--- src/rtl/irq_ctrl_param.sv ---
// irq_ctrl_param: parametrised peripheral interrupt controller.
// Synchronises NUM_CH raw IRQ lines, latches pending state per channel
// (edge or level), masks with ENABLE and drives the core irq vector at
// IRQ_OFFSET. Fixed priority claim: channel 0 is highest.
module irq_ctrl_param #(
    parameter int NUM_CH      = 3,
    parameter int IRQ_OFFSET  = 4,
    parameter int SYNC_STAGES = 2
) (
    input  logic              clk_i,
    input  logic              rst_n_i,
    input  logic [NUM_CH-1:0] irq_i,
    input  logic              wren_i,
    input  logic              rden_i,
    input  logic [2:0]        addr_i,
    input  logic [31:0]       wdata_i,
    output logic [31:0]       rdata_o,
    output logic              rvalid_o,
    output logic [31:0]       irq_o,
    output logic              irq_any_o
);

    localparam logic [2:0] ADDR_ENABLE  = 3'd0;
    localparam logic [2:0] ADDR_MODE    = 3'd1;
    localparam logic [2:0] ADDR_PENDING = 3'd2;
    localparam logic [2:0] ADDR_CLAIM   = 3'd3;
    localparam logic [2:0] ADDR_RAW     = 3'd4;

    logic [NUM_CH-1:0] sync_w;
    logic [NUM_CH-1:0] prev_q;
    logic [NUM_CH-1:0] rise_w;
    logic [NUM_CH-1:0] pend_q;
    logic [NUM_CH-1:0] pend_nxt;
    logic [NUM_CH-1:0] enable_q;
    logic [NUM_CH-1:0] mode_q;
    logic [NUM_CH-1:0] wmask_w;
    logic [NUM_CH-1:0] w1c_clr;
    logic [NUM_CH-1:0] claim_clr;
    logic [NUM_CH-1:0] mode_up;
    logic [NUM_CH-1:0] claim_oh;
    logic              claim_valid;
    logic [4:0]        claim_idx;
    logic [31:0]       rd_data;
    logic [31:0]       irq_vec;
    logic              wr_enable;
    logic              wr_mode;
    logic              wr_pending;
    logic              rd_claim;
    logic              unused_wdata;

    assign wmask_w      = wdata_i[NUM_CH-1:0];
    assign unused_wdata = ^wdata_i[31:NUM_CH];

    assign wr_enable  = wren_i && (addr_i == ADDR_ENABLE);
    assign wr_mode    = wren_i && (addr_i == ADDR_MODE);
    assign wr_pending = wren_i && (addr_i == ADDR_PENDING);
    assign rd_claim   = rden_i && (addr_i == ADDR_CLAIM);

    generate
        if (SYNC_STAGES == 0) begin : g_nosync
            assign sync_w = irq_i;
        end else begin : g_sync
            logic [NUM_CH-1:0] stage_q [SYNC_STAGES];

            // Input synchroniser chain, stage 0 samples the raw lines.
            always_ff @(posedge clk_i or negedge rst_n_i) begin
                if (!rst_n_i) begin
                    for (int i = 0; i < SYNC_STAGES; i++) begin
                        stage_q[i] <= '0;
                    end
                end else begin
                    stage_q[0] <= irq_i;
                    for (int i = 1; i < SYNC_STAGES; i++) begin
                        stage_q[i] <= stage_q[i-1];
                    end
                end
            end

            assign sync_w = stage_q[SYNC_STAGES-1];
        end
    endgenerate

    assign rise_w = sync_w & ~prev_q;

    // Lowest-index enabled pending channel wins the claim.
    always_comb begin
        claim_valid = 1'b0;
        claim_idx   = '0;
        claim_oh    = '0;
        for (int k = NUM_CH - 1; k >= 0; k--) begin
            if (pend_q[k] && enable_q[k]) begin
                claim_valid = 1'b1;
                claim_idx   = 5'(k);
                claim_oh    = '0;
                claim_oh[k] = 1'b1;
            end
        end
    end

    // Clear sources only touch edge-mode channels; a level->edge switch
    // drops the pending bit unless a fresh rise arrives in that cycle.
    always_comb begin
        w1c_clr   = wr_pending ? (wmask_w & mode_q) : '0;
        claim_clr = (rd_claim && claim_valid) ? (claim_oh & mode_q) : '0;
        mode_up   = wr_mode ? (wmask_w & ~mode_q) : '0;
        pend_nxt  = (mode_q & (rise_w | (pend_q & ~(w1c_clr | claim_clr))))
                  | (~mode_q & ~mode_up & sync_w)
                  | (~mode_q & mode_up & rise_w);
    end

    // Register read mux; values are the ones before any same-cycle write.
    always_comb begin
        rd_data = '0;
        case (addr_i)
            ADDR_ENABLE:  rd_data = 32'(enable_q);
            ADDR_MODE:    rd_data = 32'(mode_q);
            ADDR_PENDING: rd_data = 32'(pend_q);
            ADDR_CLAIM:   rd_data = claim_valid ? {1'b1, 26'd0, claim_idx} : '0;
            ADDR_RAW:     rd_data = 32'(sync_w);
            default:      rd_data = '0;
        endcase
    end

    // Place the masked pending bits at the configured offset.
    always_comb begin
        irq_vec = '0;
        irq_vec[IRQ_OFFSET +: NUM_CH] = pend_q & enable_q;
    end

    // Edge history, pending latch and configuration registers.
    always_ff @(posedge clk_i or negedge rst_n_i) begin
        if (!rst_n_i) begin
            prev_q   <= '0;
            pend_q   <= '0;
            enable_q <= '0;
            mode_q   <= '1;
        end else begin
            prev_q <= sync_w;
            pend_q <= pend_nxt;
            if (wr_enable) begin
                enable_q <= wmask_w;
            end
            if (wr_mode) begin
                mode_q <= wmask_w;
            end
        end
    end

    // Registered outputs: irq vector, summary flag and read response.
    always_ff @(posedge clk_i or negedge rst_n_i) begin
        if (!rst_n_i) begin
            irq_o     <= '0;
            irq_any_o <= 1'b0;
            rdata_o   <= '0;
            rvalid_o  <= 1'b0;
        end else begin
            irq_o     <= irq_vec;
            irq_any_o <= |(pend_q & enable_q);
            rvalid_o  <= rden_i;
            if (rden_i) begin
                rdata_o <= rd_data;
            end
        end
    end

endmodule

--- config.mk ---
export PLATFORM = sky130hd
export DESIGN_NAME = irq_ctrl_param
export DESIGN_NICKNAME = d
export VERILOG_FILES = /design/src/rtl/irq_ctrl_param.sv
export SDC_FILE = /design/constraint.sdc
export NUM_CORES = 1
export LEC_CHECK = 0
export BUFFER_PORTS_ARGS = -buffer_cell sky130_fd_sc_hd__clkbuf_2
export CORE_MARGIN = 3
export CORE_UTILIZATION = 27
export DETAILED_ROUTE_END_ITERATION = 8
export PLACE_DENSITY_LB_ADDON = 0.2
export SYNTH_ARGS = -nofsm -noshare
export SYNTH_HDL_FRONTEND = slang
export SYNTH_SLANG_ARGS = --single-unit
--- constraint.sdc ---
create_clock -name clk_i -period 1 [get_ports clk_i]
set_input_delay 0.2 -clock clk_i [delete_from_list [all_inputs] [get_ports clk_i]]
set_output_delay 0.2 -clock clk_i [all_outputs]
set_load 0.05 [all_outputs]
Word-level counts from Yosys, hierarchy flattened

Cells that the tools add are included.

Bits in registers: 55
Input bits: 42
Output and inout bits: 66
Word-level logic and storage cells: 57

Equality and inequality tests: 4
Multiplexer cells: 14
Bitwise gates (word level): 19
Reductions and logical operators: 10

Operator list:

| operator           | count |
|---|---|
| $pmux 32 s5        | 1 |
| $and 3x3->3        | 11 |
| $mux 32            | 1 |
| $mux 3             | 6 |
| $not 3->3          | 4 |
| $or 3x3->3         | 4 |
| $mux 5             | 2 |
| $logic_and 1x1->1  | 8 |
| $eq 3x2->1 const B | 2 |
| $eq 3x1->1 const B | 1 |
| $eq 3x3->1 const B | 1 |
| $logic_not 3->1    | 1 |
| $mux 1             | 3 |
| $reduce_or 3->1    | 1 |
| $mux 2             | 1 |

Logic depth before layout (Yosys ltp)

Depth in word-level cells: 13
Depth in mapped cells: 6

Worst setup path after synthesis

No wires, ideal clock.

Path type: input port to flip-flop
From: in addr_i[2]
To: reg pend_q[1]
Arrival time: 1.131 ns
Required time: 0.879 ns
Setup slack: -0.252 ns
Stages on the path: 6
Buffers on the path: 2
Path through: buf_2 nor4bb_1 buf_2 a21o_1 nand2_1 a22o_1

Word-level cells in the longest chain between the ends: 11

RTL lines:

| what                 | RTL line | RTL |
|---|---|---|
| from (decl)          | 15       | `input logic [2:0] addr_i,` |
| $eq 3x2->1           | 57       | `assign rd_claim = rden_i && (addr_i == ADDR_CLAIM);` |
| $logic_and 1x1->1    | 57       |  |
| $logic_and 1x1->1    | 104      | `claim_clr = (rd_claim && claim_valid) ? (claim_oh & mode_q) : '0;` |
| $mux 3               | 104      |  |
| $or 3x3->3           | 106      | `pend_nxt = (mode_q & (rise_w \| (pend_q & ~(w1c_clr \| claim_clr))))` |
| $not 3->3            | 106      |  |
| $and 3x3->3          | 106      |  |
| $or 3x3->3           | 106      |  |
| $and 3x3->3          | 106      |  |
| $or 3x3->3           | 107      | `\| (~mode_q & ~mode_up & sync_w)` |
| $or 3x3->3 (*)       | 108      | `\| (~mode_q & mode_up & rise_w);` |
| net pend_nxt[1]      | 33       | `logic [NUM_CH-1:0] pend_nxt;` |
| to (signal assigned) | 139      | `pend_q <= pend_nxt;` |
| to (decl)            | 32       | `logic [NUM_CH-1:0] pend_q;` |

Mark *: on every way through the listed nets, which the timed path passes. The rest lies on a longest branch.
A chain may end at the register's enable or synchronous reset.

Worst setup path in the final report

From: reg enable_q[0]
To: reg rdata_o[0]

Word-level cells in the longest chain between the ends: 4

RTL lines:

| what                                    | RTL line | RTL |
|---|---|---|
| from (decl)                             | 34       | `logic [NUM_CH-1:0] enable_q;` |
| from (signal assigned)                  | 141      | `enable_q <= wmask_w;` |
| $logic_and 1x1->1                       | 91       | `if (pend_q[k] && enable_q[k]) begin` |
| $mux 5 / $mux 1 (equally long branches) | 91       |  |
| $mux 32                                 | 118      | `ADDR_CLAIM: rd_data = claim_valid ? {1'b1, 26'd0, claim_idx} : '0;` |
| $pmux 32 s5 (*)                         | 114      | `case (addr_i)` |
| to (signal assigned)                    | 161      | `rdata_o <= rd_data;` |
| to (decl)                               | 17       | `output logic [31:0] rdata_o,` |

Every way passes the cells marked *; elsewhere a longest branch is shown, timed or not.

==> impl_metrics.json <==
{
  "viasPerCell": 3.67,
  "syn_inst": 146,
  "pre_cts_ws_ns": -0.329,
  "slew_violations": 0,
  "wl_per_cell_um": 10.8,
  "htree_levels": 1,
  "power_density_nw_per_um2": 1850,
  "cts_made_buffers": 3,
  "antenna_found_initial": 0,
  "multiInputGateArea_sq_um": 674,
  "instances_no_fill": 261,
  "hpwl_mm": 2.19,
  "diodes": 0,
  "most-common-layout-cells": "57 x conb_1, 23 x dfrtp_1, 23 x buf_4",
  "synth.distinct_cells": 30,
  "ios": 108,
  "period_share_pct": 114,
  "core_sq_um": 5300,
  "drive_gt1_share_pct": 38.2,
  "violations": "negative setup slack",
  "hold_class": "input port to flop",
  "grt_pass1_wl_mm": 4.28,
  "layout_commonest_cell": "conb_1",
  "irDropWorstVdd_mv": 0.784,
  "die_y_um": 81.3,
  "ant_nets": 0,
  "first_pass_iters": 4,
  "hold_viol": 0,
  "crit_path_end_kind": "flop",
  "grt_max_degree": 28,
  "tns_ns": -0.815,
  "total_power_uw": 3510,
  "arrival_ns": 1.31,
  "route.detailed.drc": 0,
  "clock-sinks": 27,
  "fin_ws_ns": -0.142,
  "yosys_warnings": 0,
  "start_util_pct": 28.9,
  "clkLatencyLatePin_ns": 0.27,
  "rsz0062_at_grt": "true",
  "cts_tree": "built",
  "drt-total-wl_mm": 2.82,
  "gr-usage-all-layers_pct": 8.43,
  "clk_pin_slew_ns": 0.10,
  "nFillCells": 557,
  "finalNetCount": 234,
  "required_ns": 1.17,
  "dieArea_sq_um": 6610,
  "gr-total-overflow": 0,
  "status": "complete, but fails checks",
  "post-route-min-period_ns": 1.14,
  "leakagePower_uw": 0.000956,
  "dp_cells": 248,
  "ys_ff_latch": 27,
  "start_kind": "flop",
  "utilization_pct": 35.7,
  "num_vias": 957,
  "netlist_area_sq_um": 1530,
  "syn_avg_cell_area_sq_um": 10.5,
  "clock_skew_ns": 0.00469,
  "clockBufferDepth": 2,
  "place_congestion": 0.820,
  "area_growth_pct": 23.8,
  "drt_iter0_markers": 41,
  "seqCellArea_sq_um": 681,
  "seq_area_frac_synth_pct": 44.4,
  "grt_pass1_vias": 912,
  "fmax_mhz": 875,
  "finalSetupViolations": 17,
  "crit_fanout": 5,
  "root_buffer": "clkbuf_8",
  "row_count": 26,
  "path_class": "flop to flop",
  "die_x_um": 81.3,
  "cap_violations": 0,
  "port-buffer-count": 21
}
==> cell usage after synthesis <==
cell type | number | area share [%]
o21ai_0 | 1 | 0.33
dfstp_2 | 3 | 5.2
nor2_1 | 4 | 0.98
a21oi_1 | 2 | 0.65
o21a_1 | 1 | 0.49
o221ai_1 | 1 | 0.57
nand2b_1 | 2 | 0.82
inv_1 | 2 | 0.49
a211oi_1 | 1 | 0.49
nand3_1 | 1 | 0.33
a31oi_1 | 3 | 1.2
nand2_1 | 10 | 2.5
conb_1 | 1 | 0.25
nor4b_2 | 1 | 0.98
a21o_1 | 4 | 2.0
a22oi_1 | 1 | 0.49
mux2_2 | 6 | 4.4
a221oi_1 | 1 | 0.57
buf_4 | 57 | 28
and4bb_2 | 1 | 0.82
a2bb2oi_1 | 3 | 1.7
nor2b_1 | 2 | 0.82
clkbuf_1 | 1 | 0.25
and2_1 | 2 | 0.82
mux2i_1 | 3 | 2.0
dfrtp_1 | 24 | 39
nor4bb_1 | 2 | 1.3
a22o_1 | 2 | 1.1
nor3_1 | 1 | 0.33
buf_2 | 3 | 0.98
==> what timing repair did <==
item,4_1_cts,5_1_grt
hold buffers,1,0
setup buffers,5,3
setup endpoints to repair,20,20
gates resized for setup,23,19
hold endpoints to repair,24,0
pin swaps,3,2
cloned,0,0
==> registers in the layout (all words and copies together) (netlist names) <==
name / flops
rdata_o: 4
enable_q: 3
g_sync.stage_q: 3
irq_o: 3
mode_q: 3
pend_q: 3
prev_q: 3
sync_w: 3
irq_any_o: 1
rvalid_o: 1
==> final cells by class <==
cell class / instances / share of cell area [%]
tap: 70 / 4.62
inverter: 2 / 0.396
sequential: 27 / 35.9
clock inverter: 1 / 0.264
timing repair buffer: 46 / 21.0
clock buffer: 3 / 2.18
multi-input combinational: 112 / 35.6
==> worst paths after layout <==
check                                  startpoint                end  slack [ns]  cells after the start
max in group asynchronous                 rst_n_i          mode_q[1]        0.38                      3
worst min register to register  g_sync.stage_q[4]          sync_w[1]        0.36                      0
worst min-delay path                     irq_i[0]  g_sync.stage_q[3]        0.02                      1
worst max-delay path                  enable_q[0]         rdata_o[0]       -0.14                      4
min in group asynchronous                 rst_n_i  g_sync.stage_q[4]        0.39                      3
worst max register to register        enable_q[0]         rdata_o[0]       -0.14                      4
==> power by group <==
part           switching, uW  total (uW)  internal [uW]
registers                142        1410           1270
logic                    936        1470            533
clock network            346         625            279
total                   1420        3510           2080
==> stage by stage <==
step	hold slack, ns	area, sq um
finish	0.0233	1890
global route	0.00000397	1890
detailed placement	0.159	1620
floorplan	-0.0956	1750
global placement	0.157	1620
CTS	0.0123	1810
==> critical path: stages, from the launching register on <==
cell and delay, ns:
dfrtp_2 0.45, mux2i_1 0.20, a2bb2oi_2 0.17, o221ai_2 0.11, o21a_1 0.11
==> per-layer routing <==
metal	track usage, %	up-vias	wire length [um]
li1	-	461	-
met1	10.3	447	1190
met2	14.2	47	1420
met3	2.55	2	190
met4	2.53	0	16
met5	0	-	0
==> logic make-up after synthesis <==
kind of cell           Yosys count  synth area share (%)
AO/OA/AOI/OAI                   20                  9.65
buffers and inverters           63                  29.7
flip-flops                      27                  44.4
multiplexers                     9                  6.38
other                            1                 0.245
AND/OR/NAND/NOR                 26                  9.65
No activity file was read; power rests on OpenSTA's default activity.
